File: src/rtl/tcm_bus_arb.sv
// tcm_bus_arb: N-channel request arbiter sharing one TCM cmd/rsp port, routing in-order responses back by ID.
// Build macro TCM_ARB_FIXED_PRIO_EN selects fixed priority (channel 0 highest) instead of round-robin.
module tcm_bus_arb #(
    parameter int NUM_CH     = 2,
    parameter int AW         = 16,
    parameter int DW         = 32,
    parameter int OSTD_DEPTH = 4
) (
    input  logic                       clk,
    input  logic                       rst,
    input  logic [NUM_CH-1:0]          ch_cmd_valid,
    output logic [NUM_CH-1:0]          ch_cmd_ready,
    input  logic [NUM_CH-1:0]          ch_cmd_read,
    input  logic [NUM_CH*AW-1:0]       ch_cmd_addr,
    input  logic [NUM_CH*DW-1:0]       ch_cmd_wdata,
    input  logic [NUM_CH*(DW/8)-1:0]   ch_cmd_wmask,
    output logic [NUM_CH-1:0]          ch_rsp_valid,
    input  logic [NUM_CH-1:0]          ch_rsp_ready,
    output logic [DW-1:0]              ch_rsp_rdata,
    output logic                       mem_cmd_valid,
    input  logic                       mem_cmd_ready,
    output logic                       mem_cmd_read,
    output logic [AW-1:0]              mem_cmd_addr,
    output logic [DW-1:0]              mem_cmd_wdata,
    output logic [DW/8-1:0]            mem_cmd_wmask,
    input  logic                       mem_rsp_valid,
    output logic                       mem_rsp_ready,
    input  logic [DW-1:0]              mem_rsp_rdata,
    output logic                       err_unexp_rsp
);
    localparam int MW  = DW / 8;
    localparam int IDW = (NUM_CH > 1) ? $clog2(NUM_CH) : 1;
    localparam int PW  = $clog2(OSTD_DEPTH);

    logic              any_valid;
    logic [IDW-1:0]    arb_idx;
    logic [IDW-1:0]    grant_idx;
    logic [NUM_CH-1:0] grant;
    logic              lock;
    logic [IDW-1:0]    lock_idx;
    logic              cmd_fire;

    logic [IDW-1:0]    id_mem [OSTD_DEPTH];
    logic [PW-1:0]     wr_ptr;
    logic [PW-1:0]     rd_ptr;
    logic [PW:0]       count;
    logic              full;
    logic              empty;
    logic              push;
    logic              pop;
    logic [IDW-1:0]    head;

    assign any_valid = |ch_cmd_valid;
    assign full      = (count == (PW+1)'(OSTD_DEPTH));
    assign empty     = (count == '0);

`ifdef TCM_ARB_FIXED_PRIO_EN
    always_comb begin
        arb_idx = '0;
        for (int i = NUM_CH - 1; i >= 0; i--) begin
            if (ch_cmd_valid[i]) begin
                arb_idx = IDW'(i);
            end
        end
    end
`else
    localparam logic [IDW-1:0] LAST_CH = IDW'(NUM_CH - 1);

    logic [IDW-1:0] rr_ptr;
    logic           rr_found;

    // Two passes: channels at or above the pointer first, then wrap to the ones below it.
    always_comb begin
        rr_found = 1'b0;
        arb_idx  = rr_ptr;
        for (int i = 0; i < NUM_CH; i++) begin
            if (!rr_found && ch_cmd_valid[i] && (IDW'(i) >= rr_ptr)) begin
                rr_found = 1'b1;
                arb_idx  = IDW'(i);
            end
        end
        for (int i = 0; i < NUM_CH; i++) begin
            if (!rr_found && ch_cmd_valid[i] && (IDW'(i) < rr_ptr)) begin
                rr_found = 1'b1;
                arb_idx  = IDW'(i);
            end
        end
    end

    always_ff @(posedge clk or posedge rst) begin
        if (rst) begin
            rr_ptr <= '0;
        end else if (cmd_fire) begin
            rr_ptr <= (grant_idx == LAST_CH) ? '0 : grant_idx + 1'b1;
        end
    end
`endif

    // A stalled command keeps its grant so the shared port sees stable cmd fields.
    assign grant_idx     = lock ? lock_idx : arb_idx;
    assign mem_cmd_valid = any_valid & ~full;
    assign cmd_fire      = mem_cmd_valid & mem_cmd_ready;

    always_comb begin
        grant = '0;
        for (int i = 0; i < NUM_CH; i++) begin
            grant[i] = any_valid & (grant_idx == IDW'(i));
        end
    end

    assign ch_cmd_ready = grant & {NUM_CH{mem_cmd_ready & ~full}};

    always_comb begin
        mem_cmd_read  = ch_cmd_read[0];
        mem_cmd_addr  = ch_cmd_addr[AW-1:0];
        mem_cmd_wdata = ch_cmd_wdata[DW-1:0];
        mem_cmd_wmask = ch_cmd_wmask[MW-1:0];
        for (int i = 1; i < NUM_CH; i++) begin
            if (grant_idx == IDW'(i)) begin
                mem_cmd_read  = ch_cmd_read[i];
                mem_cmd_addr  = ch_cmd_addr[i*AW +: AW];
                mem_cmd_wdata = ch_cmd_wdata[i*DW +: DW];
                mem_cmd_wmask = ch_cmd_wmask[i*MW +: MW];
            end
        end
    end

    always_ff @(posedge clk or posedge rst) begin
        if (rst) begin
            lock     <= 1'b0;
            lock_idx <= '0;
        end else if (cmd_fire) begin
            lock     <= 1'b0;
        end else if (mem_cmd_valid) begin
            lock     <= 1'b1;
            lock_idx <= grant_idx;
        end
    end

    // Outstanding-ID FIFO: one entry per accepted command, popped by its response.
    assign push = cmd_fire;
    assign pop  = mem_rsp_valid & mem_rsp_ready & ~empty;
    assign head = id_mem[rd_ptr];

    always_ff @(posedge clk) begin
        if (push) begin
            id_mem[wr_ptr] <= grant_idx;
        end
    end

    always_ff @(posedge clk or posedge rst) begin
        if (rst) begin
            wr_ptr <= '0;
            rd_ptr <= '0;
            count  <= '0;
        end else begin
            if (push) begin
                wr_ptr <= wr_ptr + 1'b1;
            end
            if (pop) begin
                rd_ptr <= rd_ptr + 1'b1;
            end
            case ({push, pop})
                2'b10:   count <= count + 1'b1;
                2'b01:   count <= count - 1'b1;
                default: count <= count;
            endcase
        end
    end

    // With nothing outstanding the response is accepted and discarded.
    always_comb begin
        ch_rsp_valid  = '0;
        mem_rsp_ready = empty;
        for (int i = 0; i < NUM_CH; i++) begin
            if (head == IDW'(i)) begin
                ch_rsp_valid[i] = mem_rsp_valid & ~empty;
                if (!empty) begin
                    mem_rsp_ready = ch_rsp_ready[i];
                end
            end
        end
    end

    assign ch_rsp_rdata = mem_rsp_rdata;

    always_ff @(posedge clk or posedge rst) begin
        if (rst) begin
            err_unexp_rsp <= 1'b0;
        end else if (mem_rsp_valid && empty) begin
            err_unexp_rsp <= 1'b1;
        end
    end

endmodule

File: config.mk
export PLATFORM = sky130hd
export DESIGN_NAME = tcm_bus_arb
export DESIGN_NICKNAME = d
export VERILOG_FILES = /design/src/rtl/tcm_bus_arb.sv
export SDC_FILE = /design/constraint.sdc
export NUM_CORES = 1
export LEC_CHECK = 0
export ABC_AREA = 1
export CORE_AREA = 2 2 93 95
export CTS_BUF_LIST = sky130_fd_sc_hd__clkbuf_8
export CTS_CLUSTER_SIZE = 10
export DETAILED_ROUTE_END_ITERATION = 10
export DIE_AREA = 0 0 95 97
export PLACE_DENSITY = 0.72
export SYNTH_ARGS = -nofsm -noshare
export SYNTH_HDL_FRONTEND = slang
export SYNTH_SLANG_ARGS = --single-unit
export TNS_END_PERCENT = 50
File: constraint.sdc
create_clock -name clk -period 4.9 [get_ports clk]
set_input_delay 0.735 -clock clk [delete_from_list [all_inputs] [get_ports clk]]
set_output_delay 0.735 -clock clk [all_outputs]
set_load 0.005 [all_outputs]
### Yosys cells after proc, flatten, opt, wreduce, memory -nomap -nowiden

Memory sizes are Yosys's and may differ from the RTL's.
Cells that the tools add are included.

| storage, ports and cells | value |
|---|---|
| input bits | 146 |
| memory bits (writable) | 4 |
| bits in registers | 11 |
| output and inout port bits | 92 |
| memories | 1 |

Memory list:

| memory | words | bits a word | rd ports | clocked after Yosys merged registers in | wr ports | RTL line | source |
|---|---|---|---|---|---|---|---|
| id_mem | 4 | 1 | 1 | 0 | 1 | 43 | `logic [IDW-1:0] id_mem [OSTD_DEPTH];` |

| cells by class | value |
|---|---|
| eq/ne operators | 3 |
| reductions and logical operators | 16 |
| bitwise gates (word level) | 13 |
| mux-type cells | 24 |
| $add $sub $neg | 5 |
| $lt $le $gt $ge | 4 |

Operators with widths:

| cell | number |
|---|---|
| $mux W32 | 1 |
| $mux W1 | 20 |
| $mux W16 | 1 |
| $and A1 B1 Y1 | 8 |
| $logic_and A1 B1 Y1 | 8 |
| $pmux W3 S2 | 1 |
| $add A2 B1 Y2 const B | 2 |
| $mux W4 | 1 |
| $not A1 Y1 | 4 |
| $reduce_bool A2 Y1 | 2 |
| $add A3 B1 Y3 const B | 1 |
| $eq A3 B3 Y1 const B | 1 |
| $logic_not A1 Y1 | 3 |
| $logic_not A3 Y1 | 1 |
| $sub A3 B1 Y3 const B | 1 |
| $and A2 B2 Y2 | 1 |
| $eq A2 B1 Y1 const B | 1 |
| $eq A2 B2 Y1 const B | 1 |
| $ge A1 B1 Y1 const A | 2 |
| $lt A1 B1 Y1 const A | 2 |
| $reduce_and A2 Y1 | 1 |
| $reduce_or A2 Y1 | 1 |
| $add A1 B1 Y1 const B | 1 |

### Logic depth before layout (Yosys ltp)

| depth | value |
|---|---|
| depth in word-level cells | 19 |
| gate-level depth with buffers | 13 |

### Worst setup path before layout

OpenSTA, ideal clock, no wires.

| path | value |
|---|---|
| path type | input-to-reg |
| from | input port ch_cmd_valid[1] |
| to | register count[2] |
| path buffers | 0 |
| library setup time | 131 ps |
| stages on the path | 9 |
| setup slack | 2714 ps |
| arrival time | 2055 ps |
| cell sequence | o21ai_2 > nor2_4 > inv_2 > ha_1 > inv_1 > fa_1 > a21oi_1 > o21ai_0 > xor2_1 |

| on the way | value |
|---|---|
| word-level cells in the longest chain between the ends | 5 |
| elaborated cells on any way between the ends | 7 |
| classes of those cells | 2 x eq/ne; 1 x mux; 2 x bitwise; 2 x reduce/logical |

Ends and longest elaborated chain:

| what | RTL line | source |
|---|---|---|
| start: declaration | 11 | `input logic [NUM_CH-1:0] ch_cmd_valid,` |
| $reduce_or A2 Y1 * | 53 | `assign any_valid = \|ch_cmd_valid;` |
| $and A1 B1 Y1 * | 101 | `assign mem_cmd_valid = any_valid & ~full;` |
| $and A1 B1 Y1 * | 102 | `assign cmd_fire = mem_cmd_valid & mem_cmd_ready;` |
| $eq A2 B1 Y1 or $eq A2 B2 Y1 (tied branches) | 163 | `case ({push, pop})` |
| $pmux W3 S2 or $reduce_bool A2 Y1 (tied branches) | n/a |  |
| end signal: assignment | 164 | `2'b10: count <= count + 1'b1;` |
| end signal: assignment | 165 | `2'b01: count <= count - 1'b1;` |
| end signal: assignment | 166 | `default: count <= count;` |
| end: declaration | 46 | `logic [PW:0] count;` |

Every way passes the cells marked *; elsewhere a longest branch is shown, timed or not.
A chain may end at the register's enable or synchronous reset.

### Final worst setup path

| path | value |
|---|---|
| from | input port ch_cmd_valid[1] |
| to | output port mem_cmd_wdata[31] |

| on the way | value |
|---|---|
| word-level cells in the longest chain between the ends | 13 |
| elaborated cells on any way between the ends | 15 |
| classes of those cells | 7 x mux; 8 x reduce/logical |

Ends and longest elaborated chain:

| what | RTL line | source |
|---|---|---|
| $logic_and A1 B1 Y1 (2 in a row) | 77 | `if (!rr_found && ch_cmd_valid[i] && (IDW'(i) >= rr_ptr)) begin` |
| $mux W1 | 77 |  |
| $logic_not A1 Y1 | 83 | `if (!rr_found && ch_cmd_valid[i] && (IDW'(i) < rr_ptr)) begin` |
| $logic_and A1 B1 Y1 (2 in a row) | 83 |  |
| $mux W1 | 83 |  |
| $logic_not A1 Y1 | 83 |  |
| $logic_and A1 B1 Y1 (2 in a row) | 83 |  |
| $mux W1 * | 83 |  |
| $mux W1 * | 100 | `assign grant_idx = lock ? lock_idx : arb_idx;` |
| $mux W32 * | 119 | `if (grant_idx == IDW'(i)) begin` |
| end: declaration | 24 | `output logic [DW-1:0] mem_cmd_wdata,` |

Marks and branches as above.

==> out/results.ini <==
[status]
outcome = completed

[sta]
finalHoldWorstSlack_ns = 0.468
timing.clock.skew_ns = 0.000495
maxSlewHeadroom = 0.430
post-route-period-util = 0.762
fmax_mhz = 268
worstMarginPinSlew_ns = 0.855
slew_viol_final = 0
rsz0062_at_grt = false
finalWorstSetupSlack_ns = 1.17
finalHoldViolCount = 0
setup_violations = 0
setup_tns_ns = 0
min_period_ns = 3.73

[clock_tree]
clock-root-buffer = clkbuf_8
path_clk_slew_ns = 0.06
ctsHoldBuffers = 0
clockBufferDepth = 2
clk-insertion-delay-late_ns = 0.25
post_cts.repair.setup_buffers = 0
clock_sinks = 15
cts-buffers-inserted = 3
cts_tree = yes
h-tree-depth = 1
cts_resized = 0

[global_route]
grt_use_met1 = 0.136
antenna_found_initial = 0
grt_pass1_wl_mm = 10.4
met3_usage = 0.0428
grt_pass1_vias = 2201
grt_max_degree = 61
grt-busiest-layer = met2
grt_usage = 0.138
grt_overflow = 0
met2_usage = 0.267

[power_and_ir_drop]
ir_drop_uv = 319
power_frac_comb = 0.790
p_leak_nw = 1.61
clockPowerShare = 0.066
p_seq_frac = 0.143
p_total_mw = 1.52
power.density_nw_per_um2 = 452
p_sw_mw = 0.647
intPower_mw = 0.877
swShare = 0.424

[worst_setup_path]
ff2ff_path_depth = 13
end_kind = output pin
r2r-end = count[2]
arrival_ns = 3.00
critical_path_depth = 7
setup.worst_path.class = input port to output pin
critical_path_peak_fanout = 54
rr_startpoint = count[0]
crit_chain = clkdlybuf4s50_1 -> o211ai_1 -> o21ai_4 -> inv_2 -> nand2_1 -> nand2_1 -> clkdlybuf4s50_1
slowest_stage = inv_2
cp.required_ns = 4.16
worstSetupStartpointType = input port
crit_family = buffers and inverters
critPathBufInv = 3
slowest_delay_ns = 0.61
rrSetupSlack_ns = 2.59

[hold_path]
hp-class = flip-flop to flip-flop
hold_path_depth = 1
min-delay-start = err_unexp_rsp
min_to = err_unexp_rsp

[yosys]
netlist-cell-type-count = 20
syn_avg_cell_area_um2 = 5.79
synth_area_um2 = 1770
synth_edf_count = 4
ys_seq_elements = 15
yosys_warnings = 0
synthCells = 305
ys_async_sr_fraction = 0.733
synth_largest_area_cell = nand2_1
synthFlopType = dfrtp_1
synth_seq_area_share = 0.224
synth_area_leaders = nand2_1 39%, dfrtp_1 16%, buf_4 14%
yosysTopAreaCellShare = 0.387
synth_nets = 457

[finish]
drive_above_1_share = 0.0250
syn_to_final_growth_pct = 90.9
layout_commonest_cell = nand2_1
final_util = 0.414
n_antenna_cell = 0
final_area_um2 = 3370
layout.cells.non_filler = 545
mostFrequentLayoutCells = 182 x nand2_1, 173 x clkdlybuf4s50_1, 22 x inv_1, 11 x dfrtp_1, 10 x nor2_1
layout.nets = 593

[detailed_routing]
drt-total-wl_mm = 6.34
postRouteAntennaNets = 0
drc = 0
drtIter0Drc = 30
wl_per_cell_um = 11.6
dr.pass1.iters = 4
num_vias = 2190
vias_per_cell = 4.02

[die]
die_y_um = 97
start_util = 0.217
core_um2 = 8130
fp.dieArea_um2 = 9220
die_x_um = 95
rows = 33
pin_count = 238

[placement]
postPlaceCellArea_um2 = 3320
placed_cells = 541
routabilityCongestion = 0.778
dp_hpwl_mm = 5.38
dp_slack_ns = 1.11
portBuffers = 173

[flow_run]
cap_violations = 0

==> flip-flops by register name, summed over array words and instances, names as in the netlist <==
name           count
rr_ptr             1
wr_ptr             2
lock_idx           1
lock               1
err_unexp_rsp      1
rd_ptr             2
count              3
id_mem             4
==> logic make-up (layout without fill, tap and decap cells) <==
| kind of cell | after synthesis | in the layout | share of synthesized area |
|---|---|---|---|
| AO/OA/AOI/OAI | 13 | 13 | 0.0447 |
| AND/OR/NAND/NOR | 201 | 201 | 0.437 |
| flip-flops | 15 | 15 | 0.224 |
| adder cells (fa/ha/maj) | 6 | 6 | 0.0468 |
| XOR/XNOR | 3 | 3 | 0.0149 |
| buffers and inverters | 67 | 202 | 0.232 |
==> power by group through the flow <==
stage	logic (mW)	registers, mW	clock network (mW)
final	1.20	0.218	0.101
after global routing	1.35	0.222	0.111
after CTS	1.23	0.218	0.103
after detailed placement	1.23	0.220	0
after global placement	1.20	0.217	0
after floorplan	0.607	0.213	0
==> worst max path at each step <==
stage,startpoint,to,slack [ns]
floorplan,ch_cmd_valid[1],count[2],2.71
global placement,ch_cmd_valid[1],mem_cmd_wdata[31],1.12
detailed placement,ch_cmd_valid[1],mem_cmd_wdata[31],1.11
CTS,ch_cmd_valid[1],mem_cmd_wdata[31],1.12
global route,ch_cmd_valid[1],mem_cmd_wdata[11],0.96
finish,ch_cmd_valid[1],mem_cmd_wdata[31],1.17
==> cell type report <==
type	instances	area [um2]
timing repair buffer	174	1740
tap	105	131
clock inverter	1	5.00
inverter	24	90.1
fill	799	4760
sequential	15	395
clock buffer	3	41.3
multi-input combinational	223	967
==> Yosys cell counts (2+ instances only) <==
cell type	number
a21oi_1	4
buf_2	7
buf_4	32
buf_6	4
dfrtp_1	11
edfxtp_1	4
ha_1	5
inv_1	22
inv_2	2
nand2_1	182
nand3_1	8
nor2_1	10
o21ai_0	5
o21ai_2	2
xor2_1	2
==> layer usage <==
layer  vias to the layer above  wire length, um
met1                       915             2190
met4                         0              140
met3                        12              609
met2                       113             3400
met5                         -                0
li1                       1150                -
Note: power is estimated with default switching activity, not from simulation.
